File: src/rtl/mem_port_arbiter.sv
// mem_port_arbiter
//   Shares one single-port synchronous memory between the instruction-fetch
//   requester (IF) and the load/store requester (EX/MEM). Data accesses win
//   arbitration, but a saturating starvation counter forces a fetch grant
//   once STARVE_MAX data grants have been made while a fetch was waiting.
//   The memory-side request is registered at grant time and held until the
//   memory reports ready. Completion is a one-cycle registered valid pulse.
//
// Ports:
//   clk, reset                      clock, synchronous active-high reset
//   if_req, if_addr                 fetch request (held until if_valid)
//   if_rdata, if_valid, if_stall    fetch response and stall
//   mem_read, mem_write             load / store request from EX/MEM
//   mem_addr, mem_wdata             data address and store data
//   mem_rdata, mem_valid, mem_stall data response and stall
//   ram_en, ram_we                  memory request and write enable
//   ram_addr, ram_wdata             memory address and write data
//   ram_rdata, ram_ready            memory read data and completion
module mem_port_arbiter #(
  parameter int ADDR_W     = 8,
  parameter int DATA_W     = 32,
  parameter int STARVE_MAX = 4
) (
  input  logic              clk,
  input  logic              reset,
  input  logic              if_req,
  input  logic [ADDR_W-1:0] if_addr,
  output logic [DATA_W-1:0] if_rdata,
  output logic              if_valid,
  output logic              if_stall,
  input  logic              mem_read,
  input  logic              mem_write,
  input  logic [ADDR_W-1:0] mem_addr,
  input  logic [DATA_W-1:0] mem_wdata,
  output logic [DATA_W-1:0] mem_rdata,
  output logic              mem_valid,
  output logic              mem_stall,
  output logic              ram_en,
  output logic              ram_we,
  output logic [ADDR_W-1:0] ram_addr,
  output logic [DATA_W-1:0] ram_wdata,
  input  logic [DATA_W-1:0] ram_rdata,
  input  logic              ram_ready
);

  localparam int CNT_W = $clog2(STARVE_MAX + 1);

  localparam logic [1:0] IDLE  = 2'd0;
  localparam logic [1:0] DATA  = 2'd1;
  localparam logic [1:0] FETCH = 2'd2;
  localparam logic [1:0] RESP  = 2'd3;

  logic [1:0]       state;
  logic [CNT_W-1:0] starve_cnt;
  logic             data_req;
  logic             starved;

  assign data_req = mem_read | mem_write;
  // A waiting fetch that has already been passed over STARVE_MAX times wins.
  assign starved  = if_req && (starve_cnt == CNT_W'(STARVE_MAX));

  // Stalls are combinational so they cover the request cycle itself and
  // drop in the valid cycle, letting the pipeline advance on the next edge.
  assign if_stall  = if_req & ~if_valid;
  assign mem_stall = data_req & ~mem_valid;

  always_ff @(posedge clk) begin
    if (reset) begin
      state      <= IDLE;
      starve_cnt <= '0;
      ram_en     <= 1'b0;
      ram_we     <= 1'b0;
      ram_addr   <= '0;
      ram_wdata  <= '0;
      if_rdata   <= '0;
      if_valid   <= 1'b0;
      mem_rdata  <= '0;
      mem_valid  <= 1'b0;
    end else begin
      case (state)
        IDLE: begin
          if (data_req && !starved) begin
            state     <= DATA;
            ram_en    <= 1'b1;
            ram_we    <= mem_write;
            ram_addr  <= mem_addr;
            ram_wdata <= mem_wdata;
            if (!if_req)
              starve_cnt <= '0;
            else if (starve_cnt != CNT_W'(STARVE_MAX))
              starve_cnt <= starve_cnt + CNT_W'(1);
          end else if (if_req) begin
            state      <= FETCH;
            ram_en     <= 1'b1;
            ram_we     <= 1'b0;
            ram_addr   <= if_addr;
            starve_cnt <= '0;
          end else begin
            ram_en     <= 1'b0;
            starve_cnt <= '0;
          end
        end

        // ram_we doubles as the load/store flag of the access in flight,
        // so a load is recognised by ram_we still being low here.
        DATA: begin
          if (ram_ready) begin
            state     <= RESP;
            ram_en    <= 1'b0;
            ram_we    <= 1'b0;
            mem_valid <= 1'b1;
            if (!ram_we)
              mem_rdata <= ram_rdata;
          end
        end

        FETCH: begin
          if (ram_ready) begin
            state    <= RESP;
            ram_en   <= 1'b0;
            ram_we   <= 1'b0;
            if_valid <= 1'b1;
            if_rdata <= ram_rdata;
          end
        end

        // Requester signals still describe the completed access here, so
        // nothing is arbitrated in this cycle.
        RESP: begin
          state     <= IDLE;
          if_valid  <= 1'b0;
          mem_valid <= 1'b0;
        end

        default: state <= IDLE;
      endcase
    end
  end

endmodule

File: config.mk
export PLATFORM = sky130hd
export DESIGN_NAME = mem_port_arbiter
export DESIGN_NICKNAME = d
export VERILOG_FILES = /design/src/rtl/mem_port_arbiter.sv
export SDC_FILE = /design/constraint.sdc
export NUM_CORES = 1
export LEC_CHECK = 0
export ABC_AREA = 0
export BUFFER_PORTS_ARGS = -buffer_cell sky130_fd_sc_hd__buf_4
export CORE_UTILIZATION = 43
export DETAILED_ROUTE_END_ITERATION = 10
export PLACE_DENSITY_LB_ADDON = 0.2
export SLEW_MARGIN = 30
export SYNTH_ARGS = -nofsm -noshare
export SYNTH_HDL_FRONTEND = slang
export SYNTH_SLANG_ARGS = --single-unit
export TNS_END_PERCENT = 100
File: constraint.sdc
create_clock -name clk -period 1.4 [get_ports clk]
set_input_delay 0.21 -clock clk [delete_from_list [all_inputs] [get_ports clk]]
set_output_delay 0.21 -clock clk [all_outputs]
set_load 0.005 [all_outputs]
Word-level counts from Yosys, hierarchy flattened
Index checks and enable logic that the tools add are counted.

cells by class
  add/sub/neg operators = 1
  $mul = 0
  divide/modulo/power cells = 0
  $lt $le $gt $ge = 0
  equality and inequality tests = 10
  shift operators = 0
  muxes and demuxes = 19
  bitwise operators = 6
  reductions and logical operators = 19

operator list
  kind                                                    count
  2-to-1 mux 8 bit                                        2
  AND reduction 2 bit                                     8
  2-to-1 mux 3 bit                                        3
  case mux 1 bit (2 select lines)                         4
  nonzero test 2 bit                                      4
  2-to-1 mux 1 bit                                        6
  2-to-1 mux 2 bit                                        3
  inequality test 3 bit (second input constant)           2
  case mux 2 bit (3 select lines)                         1
  AND reduction 3 bit                                     2
  == test 2 bit (second input constant)                   2
  inequality test 2 bit (second input constant)           2
  adder 3 x 1 -> 3 bit (second input constant)            1
  == test 3 bit (second input constant)                   1
  inequality test 3 x 2 -> 1 bit (second input constant)  1
  NOT 1 bit                                               3
  AND 1 bit                                               2
  == test 2 x 1 -> 1 bit (second input constant)          1
  logical AND 1 bit                                       2
  zero test 2 bit                                         1
  inequality test 2 x 1 -> 1 bit (second input constant)  1
  OR reduction 2 bit                                      1
  zero test 1 bit                                         1
  OR 1 bit                                                1

storage, ports and cells
  register bits after elaboration = 113
  latch bits = 0
  bits in writable memories = 0
  bits in read-only memories = 0
  bits of input ports = 86
  output and inout port bits = 110
  word-level logic and storage cells = 65
  memories = 0

Longest topological paths before layout
Gate-level depths: netlist (run 1).

  word-level depth = 6
  gate-level depth with buffers = 7
  depth with buffers taken out = 5

Worst setup path after synthesis (run 1)
Ideal clock, no wire load.

  kind = register to register
  start point = register state[0]
  end point = register ram_addr[6]
  setup time = 0.088 ns
  data arrival time = 1.332 ns
  required time = 1.312 ns
  slack = -0.021 ns
  stages on the path, launching flop included = 8
  path buffers = 2
  clock period less this slack = 1.421 ns
  cells stage by stage = dfxtp_1 inv_1 ha_1 o31a_1 buf_6 buf_12 nor2_1 a311oi_2

on the way
  longest elaborated chain between the ends = 2

RTL lines
  what                           RTL line  source
  start: declaration             53        logic [1:0] state;
  start signal: assignment       69        state <= IDLE;
  start signal: assignment       83        state <= DATA;
  start signal: assignment       93        state <= FETCH;
  zero test 2 bit                80        case (state)
  AND reduction 2 bit (no line)  -
  end signal: assignment         86        ram_addr <= mem_addr;
  end signal: assignment         96        ram_addr <= if_addr;
  end: declaration               40        output logic [ADDR_W-1:0] ram_addr,

Every way passes these cells.
A chain may end at the register's enable or synchronous reset.

Final worst setup path (run 1)
  start point = register starve_cnt[0]
  end point = register ram_wdata[11]

on the way
  longest elaborated chain between the ends = 5

RTL lines
  what                           RTL line  source
  start: declaration             54        logic [CNT_W-1:0] starve_cnt;
  start signal: assignment       91        starve_cnt <= starve_cnt + CNT_W'(1);
  == test 3 bit                  60        assign starved = if_req && (starve_cnt == CNT_W'(STARVE_MAX));
  logical AND 1 bit              60
  zero test 1 bit                82        if (data_req && !starved) begin
  logical AND 1 bit              82
  AND reduction 2 bit (no line)  -
  end signal: assignment         87        ram_wdata <= mem_wdata;
  end: declaration               41        output logic [DATA_W-1:0] ram_wdata,

Every way passes these cells.

==> results of run 1 <==
==> routing by layer <==
metal	wire length, um	global-route usage
met2	7510	0.459
met5	0	0
met1	5710	0.282
met4	436	0.129
met3	954	0.0629
==> repair_timing <==
item	CTS	global route
hold buffers	70	0
setup buffers	1	0
endpoints found under the hold margin	102	0
cloned	0	6
pin swaps	1	9
gates resized for setup	3	37
endpoints found under the setup margin	38	66
==> cell usage in the layout (no fill, tap or decap), types with 7 or more instances in the layout <==
| cell type | count |
|---|---|
| a21oi_1 | 98 |
| a311oi_2 | 8 |
| buf_12 | 13 |
| buf_4 | 208 |
| clkbuf_16 | 20 |
| dfxtp_1 | 110 |
| dlygate4sd3_1 | 70 |
| nand2_1 | 132 |
| nand3_1 | 42 |
| nor2_1 | 13 |
| nor2b_1 | 7 |
| o21ai_0 | 20 |
| o21ai_1 | 23 |
==> worst max-delay path: cells and delay by family, from the launching register on <==
kind	cells	cell delay [ns]
AND/OR/NAND/NOR	1	0.25
adder cells (fa/ha/maj)	1	0.19
AO/OA/AOI/OAI	2	0.27
buffers and inverters	2	0.26
flip-flops	1	0.33
==> worst max-delay path by stage <==
stage | slack, ns | end | cells after the start | start
finish | 0.04 | ram_wdata[11]$_SDFFE_PP0P_ | 6 | starve_cnt[0]$_SDFFE_PP0P_
global route | -0.02 | ram_wdata[11]$_SDFFE_PP0P_ | 6 | starve_cnt[1]$_SDFFE_PP0P_
CTS | 0.002 | ram_wdata[17]$_SDFFE_PP0P_ | 6 | starve_cnt[0]$_SDFFE_PP0P_
detailed placement | -0.06 | ram_wdata[19]$_SDFFE_PP0P_ | 6 | starve_cnt[0]$_SDFFE_PP0P_
global placement | 0.02 | ram_wdata[21]$_SDFFE_PP0P_ | 6 | starve_cnt[0]$_SDFFE_PP0P_
floorplan | 0.001 | state[1]$_SDFFE_PP0P_ | 5 | state[1]$_SDFFE_PP0P_
==> cells by family (layout without fill, tap and decap cells) <==
family,after synthesis,in the layout,synth area share
multiplexers,2,2,0.00450
buffers and inverters,52,334,0.0588
AND/OR/NAND/NOR,206,207,0.201
adder cells (fa/ha/maj),6,6,0.0169
flip-flops,113,113,0.509
AO/OA/AOI/OAI,162,162,0.210
==> power groups by stage <==
stage / clock network, uW / logic (uW) / registers [uW]
4_1_cts: 4210 / 4020 / 4140
5_1_grt: 4360 / 4880 / 4230
6_report: 4140 / 4510 / 4160
2_1_floorplan: 0 / 2020 / 4220
3_5_place_dp: 0 / 3800 / 4200
3_3_place_gp: 0 / 3710 / 4180
==> area by class of cell <==
class	instances	area [sq um]	share of cell area
timing repair buffer	296	2630	0.343
multi-input combinational	377	2000	0.261
clock inverter	13	136	0.0178
inverter	6	22.5	0.00294
tap	133	166	0.0217
sequential	113	2270	0.295
clock buffer	19	442	0.0576
==> sequential cells by signal (all words and copies together), names as in the netlist <==
name / cells
if_valid: 1
ram_en: 1
ram_addr: 8
if_rdata: 32
mem_valid: 1
ram_wdata: 32
mem_rdata: 32
starve_cnt: 3
ram_we: 1
state: 2
==> stage by stage <==
stage | setup TNS (ns) | power, uW
CTS | 0 | 12400
floorplan | 0 | 6240
global placement | 0 | 7890
finish | 0 | 12800
detailed placement | -0.547 | 8000
global route | -0.170 | 13500
==> summary.txt, run 1 <==
Power and ir drop
  • Pwr/cell area: 1670 nW/um^2
  • Leakage power: 0.00327 uW
  • Internal: 8870 uW
  • Sw frac: 0.308
  • Reg power frac: 0.325
  • Clock share of power: 0.323
  • Peak VDD IR: 0.00101 V
  • Gate power share: 0.352
  • NetSw: 3940 uW

Drt
  • Drt drc: 0
  • Detailed Route Iter0 Violations: 238
  • Vias: 4,941
  • WL final: 14.6 mm
  • Via density: 5.16
  • Drt wl/cell: 15.3 um
  • Post-detailed-route count of antenna-violating nets: 0
  • Drt pass-1 iters: 5

Die
  • Initial core utilization: 0.449
  • Die Width: 104 um
  • Core area: 9910 sq um
  • Die Span Y: 104 um
  • Num rows: 36
  • IO Pins: 196
  • Die area: 10,800 sq um

Logic synthesis
  • Synth Register Bits: 113
  • Count leader, synth: nand2_1
  • Synthesized area per cell: 8.22 sq um
  • Ys async rst share: 0
  • Syn Nets: 633
  • Top cells by count, synth: 132 x nand2_1, 113 x dfxtp_1, 100 x a21oi_1, 42 x nand3_1, 39 x o21ai_0
  • Synth Flop Type: dfxtp_1
  • Area leader, netlist: dfxtp_1
  • Area of the mapped netlist: 4450 sq um
  • Sequential fraction of the synthesis area: 0.509
  • Yosys warns: 0
  • Post-synth top area share: 0.509
  • Cells after synthesis: 541
  • Number of distinct library cells after synthesis: 40
  • Post-synth EDFFs: 0
  • Leading post-synthesis cells by cell area: dfxtp_1 51%, a21oi_1 11%, nand2_1 11%, nand3_1 4.7%, o21ai_0 4.4%

Placed design
  • Post-DP Area: 6190 sq um
  • Gpl congestion: 0.809
  • Post-DP HPWL: 8.34 mm
  • DP Worst Slack: -0.0600 ns
  • Input/output buffers: 195
  • Placed insts: 848

Critical path
  • R2R Path Start: starve_cnt[0]$_SDFFE_PP0P_
  • Worst Path Required: 1.84 ns
  • End of the worst register-to-register path: ram_wdata[11]$_SDFFE_PP0P_
  • Critical path fanouts, max: 24
  • CP Launch Type: register
  • Slowest CP cell: dfxtp_2
  • Crit path largest cell delay: 0.33 ns
  • CP Cell Sequence: inv_2 -> ha_4 -> and3_4 -> buf_12 -> o21ai_1 -> a21oi_1
  • Reg2reg setup slack: 0.04 ns
  • WS Path Type: register to register
  • Cells on worst reg2reg path: 6
  • CP arrival: 1.80 ns
  • Nature of the critical path endpoint: register

Min path
  • Hold worst-path end: ram_addr[3]$_SDFFE_PP0P_
  • Worst hold start: mem_addr[3]
  • Hold crit path type: input port to register
  • WHS Path Cells: 3

Global routing
  • First-pass GRT wire length: 22.2 mm
  • Grt ovf: 0
  • Vias in the first global route: 4,752
  • All-Layer GR Usage: 0.257
  • Antenna violations before repair: 0
  • Pin count of the biggest net entering global routing: 42

STA
  • Final hold viol count: 0
  • Post-Route Skew: 0.00611 ns
  • RSZ-0062 raised after global routing: yes
  • PnR worst setup slack: 0.0397 ns
  • Slew headroom: 0.742
  • Post-layout minimum cycle time: 1.36 ns
  • Final setup violation count: 0
  • Hold Worst Slack: 0.0265 ns
  • Worst-Margin Slew: 0.387 ns
  • Max Transition Viols Final: 0
  • Tcrit/Tclk final: 0.972
  • Fmax: 735 MHz

CTS
  • # clock sinks: 113
  • Clock root buffer: clkbuf_8
  • H-tree depth: 4
  • Clock tree buffer depth: 2
  • Worst skew pair latency: 0.52 ns
  • CTS tree: yes
  • CTS Buf Count: 17
  • Clock-pin slew on the worst setup and hold paths: 0.05 ns

Finish
  • Area Growth Syn to Fin: 72.4%
  • Final nets: 903
  • ANT cells: 0
  • Share of layout cells above drive strength 1: 0.352
  • Layout Cell Area excl Fill: 7670 sq um
  • Core Util, Final: 0.774
  • Final Non-Filler Cells: 957
  • Fillers: 713

Run status
  • Status: completed

Run
  • Max_cap viols: 0
Power figures use the tool's default switching activity.
==> run 2: changes to the inputs <==
--- a/config.mk
+++ b/config.mk
@@ -14,4 +14,3 @@
 export SYNTH_ARGS = -nofsm -noshare
 export SYNTH_HDL_FRONTEND = slang
 export SYNTH_SLANG_ARGS = --single-unit
-export TNS_END_PERCENT = 100
==> constraint.sdc (replaced) <==
create_clock -name clk -period 1.4 [get_ports clk]
set_input_delay 0.21 -clock clk [delete_from_list [all_inputs] [get_ports clk]]
set_output_delay 0.21 -clock clk [all_outputs]
set_load 0.1 [all_outputs]
==> summary.txt, run 2 (synthesized netlist as in run 1, its figures left out) <==
Finish
  • Fillers: 637
  • Share of layout cells above drive strength 1: 0.351
  • Area Growth Syn to Fin: 75.3%
  • Most common cell after layout, fill and taps aside: buf_4
  • ANT cells: 0
  • Final nets: 897
  • Regs by FF count: if_rdata (32), mem_rdata (32), ram_wdata (32)
  • Combined area of the multi-input logic cells: 2030 sq um
  • Most frequent cells in the layout: 174 x buf_4, 132 x nand2_1, 108 x dfxtp_1
  • Reg area: 2270 sq um

Drt
  • WL final: 14.9 mm
  • Detailed Route Iter0 Violations: 251
  • Post-detailed-route count of antenna-violating nets: 0
  • Drt wl/cell: 15.7 um
  • Via density: 5.19
  • Drt pass-1 iters: 5
  • Drt drc: 0
  • Vias: 4,927

Critical path
  • Critical path fanouts, max: 2
  • CP arrival: 1.17 ns
  • Cells on worst reg2reg path: 6
  • CP Cell Sequence: buf_4
  • Worst Path Required: 1.19 ns
  • Crit path largest cell delay: 0.35 ns
  • R2R Path Start: starve_cnt[0]$_SDFFE_PP0P_
  • Reg2reg setup slack: 0.03 ns
  • Cell family with most CP delay: flip-flops
  • Buf+Inv Stages, Crit Path: 1
  • Slowest CP cell: dfxtp_1
  • CP Launch Type: register
  • WS Path Type: register to primary output
  • Nature of the critical path endpoint: primary output
  • End of the worst register-to-register path: ram_wdata[29]$_SDFFE_PP0P_

STA
  • Setup TNS: 0 ns
  • RSZ-0062 raised after global routing: yes
  • Slew headroom: 0.790
  • Final setup violation count: 0
  • PnR worst setup slack: 0.0243 ns
  • Post-layout minimum cycle time: 1.38 ns
  • Fmax: 727 MHz
  • Final hold viol count: 0
  • Worst-Margin Slew: 0.313 ns
  • Tcrit/Tclk final: 0.983
  • Max Transition Viols Final: 0
  • Post-Route Skew: 0.00739 ns

Global routing
  • Vias in the first global route: 4,808
  • Antenna violations before repair: 0
  • Grt ovf: 0
  • First-pass GRT wire length: 22.7 mm
  • All-Layer GR Usage: 0.261
  • Pin count of the biggest net entering global routing: 58

Run status
  • Status: completed

CTS
  • # clock sinks: 113
  • CTS tree: yes
  • H-tree depth: 4
  • Clock tree buffer depth: 2
  • Post-CTS Setup Repair Bufs: 0
  • Worst skew pair latency: 0.51 ns
  • Clock root buffer: clkbuf_8
  • Clock-pin slew on the worst setup and hold paths: 0.05 ns
  • CTS Buf Count: 17

Power and ir drop
  • Pwr/cell area: 2230 nW/um^2
  • Peak VDD IR: 0.00169 V
  • Leakage power: 0.00329 uW

Min path
  • Hold worst-path end: ram_addr[3]$_SDFFE_PP0P_
  • Hold crit path type: input port to register
  • WHS Path Cells: 3
  • Worst hold start: mem_addr[3]

Run
  • Max_cap viols: 0

Die
  • Num rows: 36
  • Core area: 9910 sq um
  • Die Span Y: 104 um
  • Die Width: 104 um
  • Initial core utilization: 0.449
  • Die area: 10,800 sq um
  • IO Pins: 196

Placed design
  • Input/output buffers: 195
  • DP Worst Slack: -0.0310 ns
  • Post-DP HPWL: 8.41 mm
  • Gpl congestion: 0.768
[run 2: cell types whose count changed in the layout (fill, tap and decap cells not counted), sizes merged]
| cell | change |
|---|---|
| buf | -4 |
| bufinv | +1 |
| clkbuf | +4 |
| clkinv | -3 |
| clkinvlp | -2 |
| dlygate4sd3 | -2 |
| inv | -1 |
[run 2: how the worst max path moves through the flow]
stage / cells after the start / start / endpoint / slack, ns
after global placement: 6 / starve_cnt[1]$_SDFFE_PP0P_ / ram_addr[0]$_SDFFE_PP0P_ / 0.04
after global routing: 6 / state[1]$_SDFFE_PP0P_ / mem_rdata[22]$_SDFFE_PP0P_ / -0.04
final: 1 / mem_rdata[21]$_SDFFE_PP0P_ / mem_rdata[21] / 0.02
after floorplan: 2 / ram_addr[0]$_SDFFE_PP0P_ / ram_addr[0]$_SDFFE_PP0P_ / 0.01
after CTS: 2 / if_valid$_SDFFE_PP0P_ / if_stall / -0.01
after detailed placement: 6 / starve_cnt[1]$_SDFFE_PP0P_ / ram_addr[1]$_SDFFE_PP0P_ / -0.03
[run 2: area by class of cell]
| class | count | area share |
|---|---|---|
| clock inverters | 8 | 0.0159 |
| clock buffers | 23 | 0.0639 |
| multi-input cells | 377 | 0.260 |
| flip-flops and latches | 113 | 0.292 |
| repair buffers | 290 | 0.345 |
| well taps | 133 | 0.0213 |
| inverters | 6 | 0.00289 |
[run 2: routing by layer]
| metal | global-route usage | routed length [um] | vias up |
|---|---|---|---|
| li1 | - | - | 2369 |
| met2 | 0.453 | 7640 | 233 |
| met5 | 0 | 0 | - |
| met3 | 0.0661 | 1010 | 41 |
| met1 | 0.300 | 5780 | 2284 |
| met4 | 0.121 | 437 | 0 |
[run 2: timing repair]
action                                  in CTS  in global routing
pin swaps                                    1                  7
endpoints found under the hold margin      100                  0
endpoints found under the setup margin      45                 91
resized for setup                           15                 66
hold buffers                                68                  0
cloned                                       0                  7
[run 2: stage by stage]
step	instance area, sq um	total power (uW)	hold slack, ns	utilization	instances
CTS	7500	16800	0.000429	0.756	943
floorplan	4480	10300	0.346	-	541
global placement	6140	12000	0.443	0.620	844
detailed placement	6140	12100	0.448	0.620	844
global route	7800	18000	0.0163	0.787	950
finish	7800	17400	0.0252	0.787	950
[run 2: report_power, final]
part,switching [uW],total (uW),internal [uW]
Sequential,379,4220,3840
Clock,1450,4440,2990
Combinational,6150,8710,2550
Total,7980,17400,9380
==> run 3: changes to the inputs <==
--- a/config.mk
+++ b/config.mk
@@ -7,7 +7,8 @@
 export LEC_CHECK = 0
 export ABC_AREA = 0
 export BUFFER_PORTS_ARGS = -buffer_cell sky130_fd_sc_hd__buf_4
-export CORE_UTILIZATION = 43
+export CORE_ASPECT_RATIO = 1.1
+export CORE_UTILIZATION = 25
 export DETAILED_ROUTE_END_ITERATION = 10
 export PLACE_DENSITY_LB_ADDON = 0.2
 export SLEW_MARGIN = 30
==> summary.txt, run 3 (synthesized netlist as in run 1, its figures left out) <==
Critical path
  • CP Launch Type: register
  • Critical path fanouts, max: 8
  • CP arrival: 1.69 ns
  • Crit path largest cell delay: 0.33 ns
  • Buf+Inv Stages, Crit Path: 1
  • Cells on worst reg2reg path: 5
  • Worst Path Required: 1.72 ns
  • Slowest CP cell: dfxtp_2
  • Cell family with most CP delay: compound AO/OA/AOI/OAI gates
  • WS Path Type: register to register
  • Cell count along the critical path: 5
  • CP Cell Sequence: inv_2 -> ha_4 -> and3_4 -> o21ai_0 -> a311oi_2
  • Nature of the critical path endpoint: register

Finish
  • Most frequent cells in the layout: 209 x buf_4, 132 x nand2_1, 106 x dfxtp_1
  • Final nets: 836
  • Layout Cell Area excl Fill: 7160 sq um
  • ANT cells: 0
  • Core Util, Final: 0.416
  • Regs by FF count: if_rdata (32), mem_rdata (32), ram_wdata (32)
  • Combined area of the multi-input logic cells: 2070 sq um
  • Most common cell after layout, fill and taps aside: buf_4
  • Area Growth Syn to Fin: 60.9%
  • Fillers: 1,766
  • Reg area: 2280 sq um
  • Share of layout cells above drive strength 1: 0.408

CTS
  • Clock root buffer: clkbuf_16
  • CTS Buf Count: 17
  • Clock-pin slew on the worst setup and hold paths: 0.06 ns
  • H-tree depth: 4
  • Worst skew pair latency: 0.41 ns
  • # clock sinks: 113
  • Hold Buf Count CTS: 0
  • CTS tree: yes
  • Clock tree buffer depth: 2

Global routing
  • Vias in the first global route: 4,455
  • Pin count of the biggest net entering global routing: 55
  • First-pass GRT wire length: 22.6 mm
  • Antenna violations before repair: 0
  • Grt ovf: 0
  • All-Layer GR Usage: 0.158

Run
  • Max_cap viols: 0

Power and ir drop
  • Pwr/cell area: 2340 nW/um^2
  • Peak VDD IR: 0.00138 V
  • Leakage power: 0.00299 uW

Drt
  • Drt pass-1 iters: 5
  • WL final: 15.0 mm
  • Post-detailed-route count of antenna-violating nets: 0
  • Drt wl/cell: 15.2 um
  • Drt drc: 0
  • Via density: 4.66
  • Vias: 4,617
  • Detailed Route Iter0 Violations: 204

Placed design
  • Post-DP Area: 6290 sq um
  • Gpl congestion: 0.758
  • Post-DP HPWL: 9.72 mm
  • Input/output buffers: 195

Run status
  • Status: completed

STA
  • Final setup violation count: 0
  • Post-Route Skew: 0.00672 ns
  • Setup TNS: 0 ns
  • RSZ-0062 raised after global routing: yes
  • Final hold viol count: 0
  • Fmax: 729 MHz
  • Tcrit/Tclk final: 0.980
  • Worst-Margin Slew: 0.354 ns
  • Max Transition Viols Final: 0
  • Post-layout minimum cycle time: 1.37 ns
  • Slew headroom: 0.763

Min path
  • Hold crit path type: input port to register
  • WHS Path Cells: 3

Die
  • Die Width: 129 um
  • Initial core utilization: 0.259
  • Die Span Y: 142 um
  • Die area: 18,300 sq um
  • Num rows: 50
  • IO Pins: 196
  • Core area: 17,200 sq um
==> run 3: cell count changes in the layout (fill, tap and decap cells not counted), sizes merged <==
cell,change
inv,+3
clkinv,+6
clkbuf,-6
dlygate4sd3,-68
clkinvlp,+1
bufinv,-3
buf,+7
==> run 3: cell type report <==
class	count	share of cell area
sequential	113	0.318
multi-input combinational	377	0.290
timing repair buffer	229	0.273
inverter	6	0.00350
tap	234	0.0409
clock buffer	17	0.0594
clock inverter	15	0.0157
==> run 3: worst min-delay path: cells and delay by family <==
kind | cells | cell delay [ns]
buf+inv | 1 | 0.11
simple gates | 1 | 0.05
compound gates | 1 | 0.05
==> run 3: worst paths after layout <==
check | from | to | slack, ns
setup / recovery | starve_cnt[1]$_SDFFE_PP0P_ | ram_addr[3]$_SDFFE_PP0P_ | 0.03
hold / removal | ram_rdata[2] | mem_rdata[2]$_SDFFE_PP0P_ | 0.05
setup reg to reg | starve_cnt[1]$_SDFFE_PP0P_ | ram_addr[3]$_SDFFE_PP0P_ | 0.03
hold reg to reg | if_rdata[3]$_SDFFE_PP0P_ | if_rdata[3]$_SDFFE_PP0P_ | 0.45
==> run 3: through the flow <==
step	hold slack, ns	worst slack, ns	total power (uW)	std cells
CTS	0.0339	-0.00972	16500	981
global placement	0.442	-0.0137	12100	946
global route	0.0446	-0.0347	17500	991
finish	0.0512	0.0276	16800	991
detailed placement	0.448	-0.0662	12200	946
floorplan	0.346	0.0105	10300	541
==> run 3: routing by layer <==
metal  track usage  vias up  part of all wire
met5             0        -                 0
met4        0.0625        0             0.017
met3        0.0471       20             0.071
met2         0.276      188              0.50
met1         0.180     2152              0.41
li1              -     2257                 -
==> run 3: power breakdown <==
group / switching [uW] / internal (uW) / leakage, uW / total (uW)
logic: 6190 / 2480 / 0.00180 / 8670
clock network: 1620 / 2270 / 0.000260 / 3890
registers: 368 / 3840 / 0.000926 / 4210
==> run 3: timing repair <==
action                                  in CTS  in global routing
endpoints found under the setup margin      42                 77
pin swaps                                    1                 31
setup buffers                                0                  5
resized for setup                           15                 54
cloned                                       3                  5
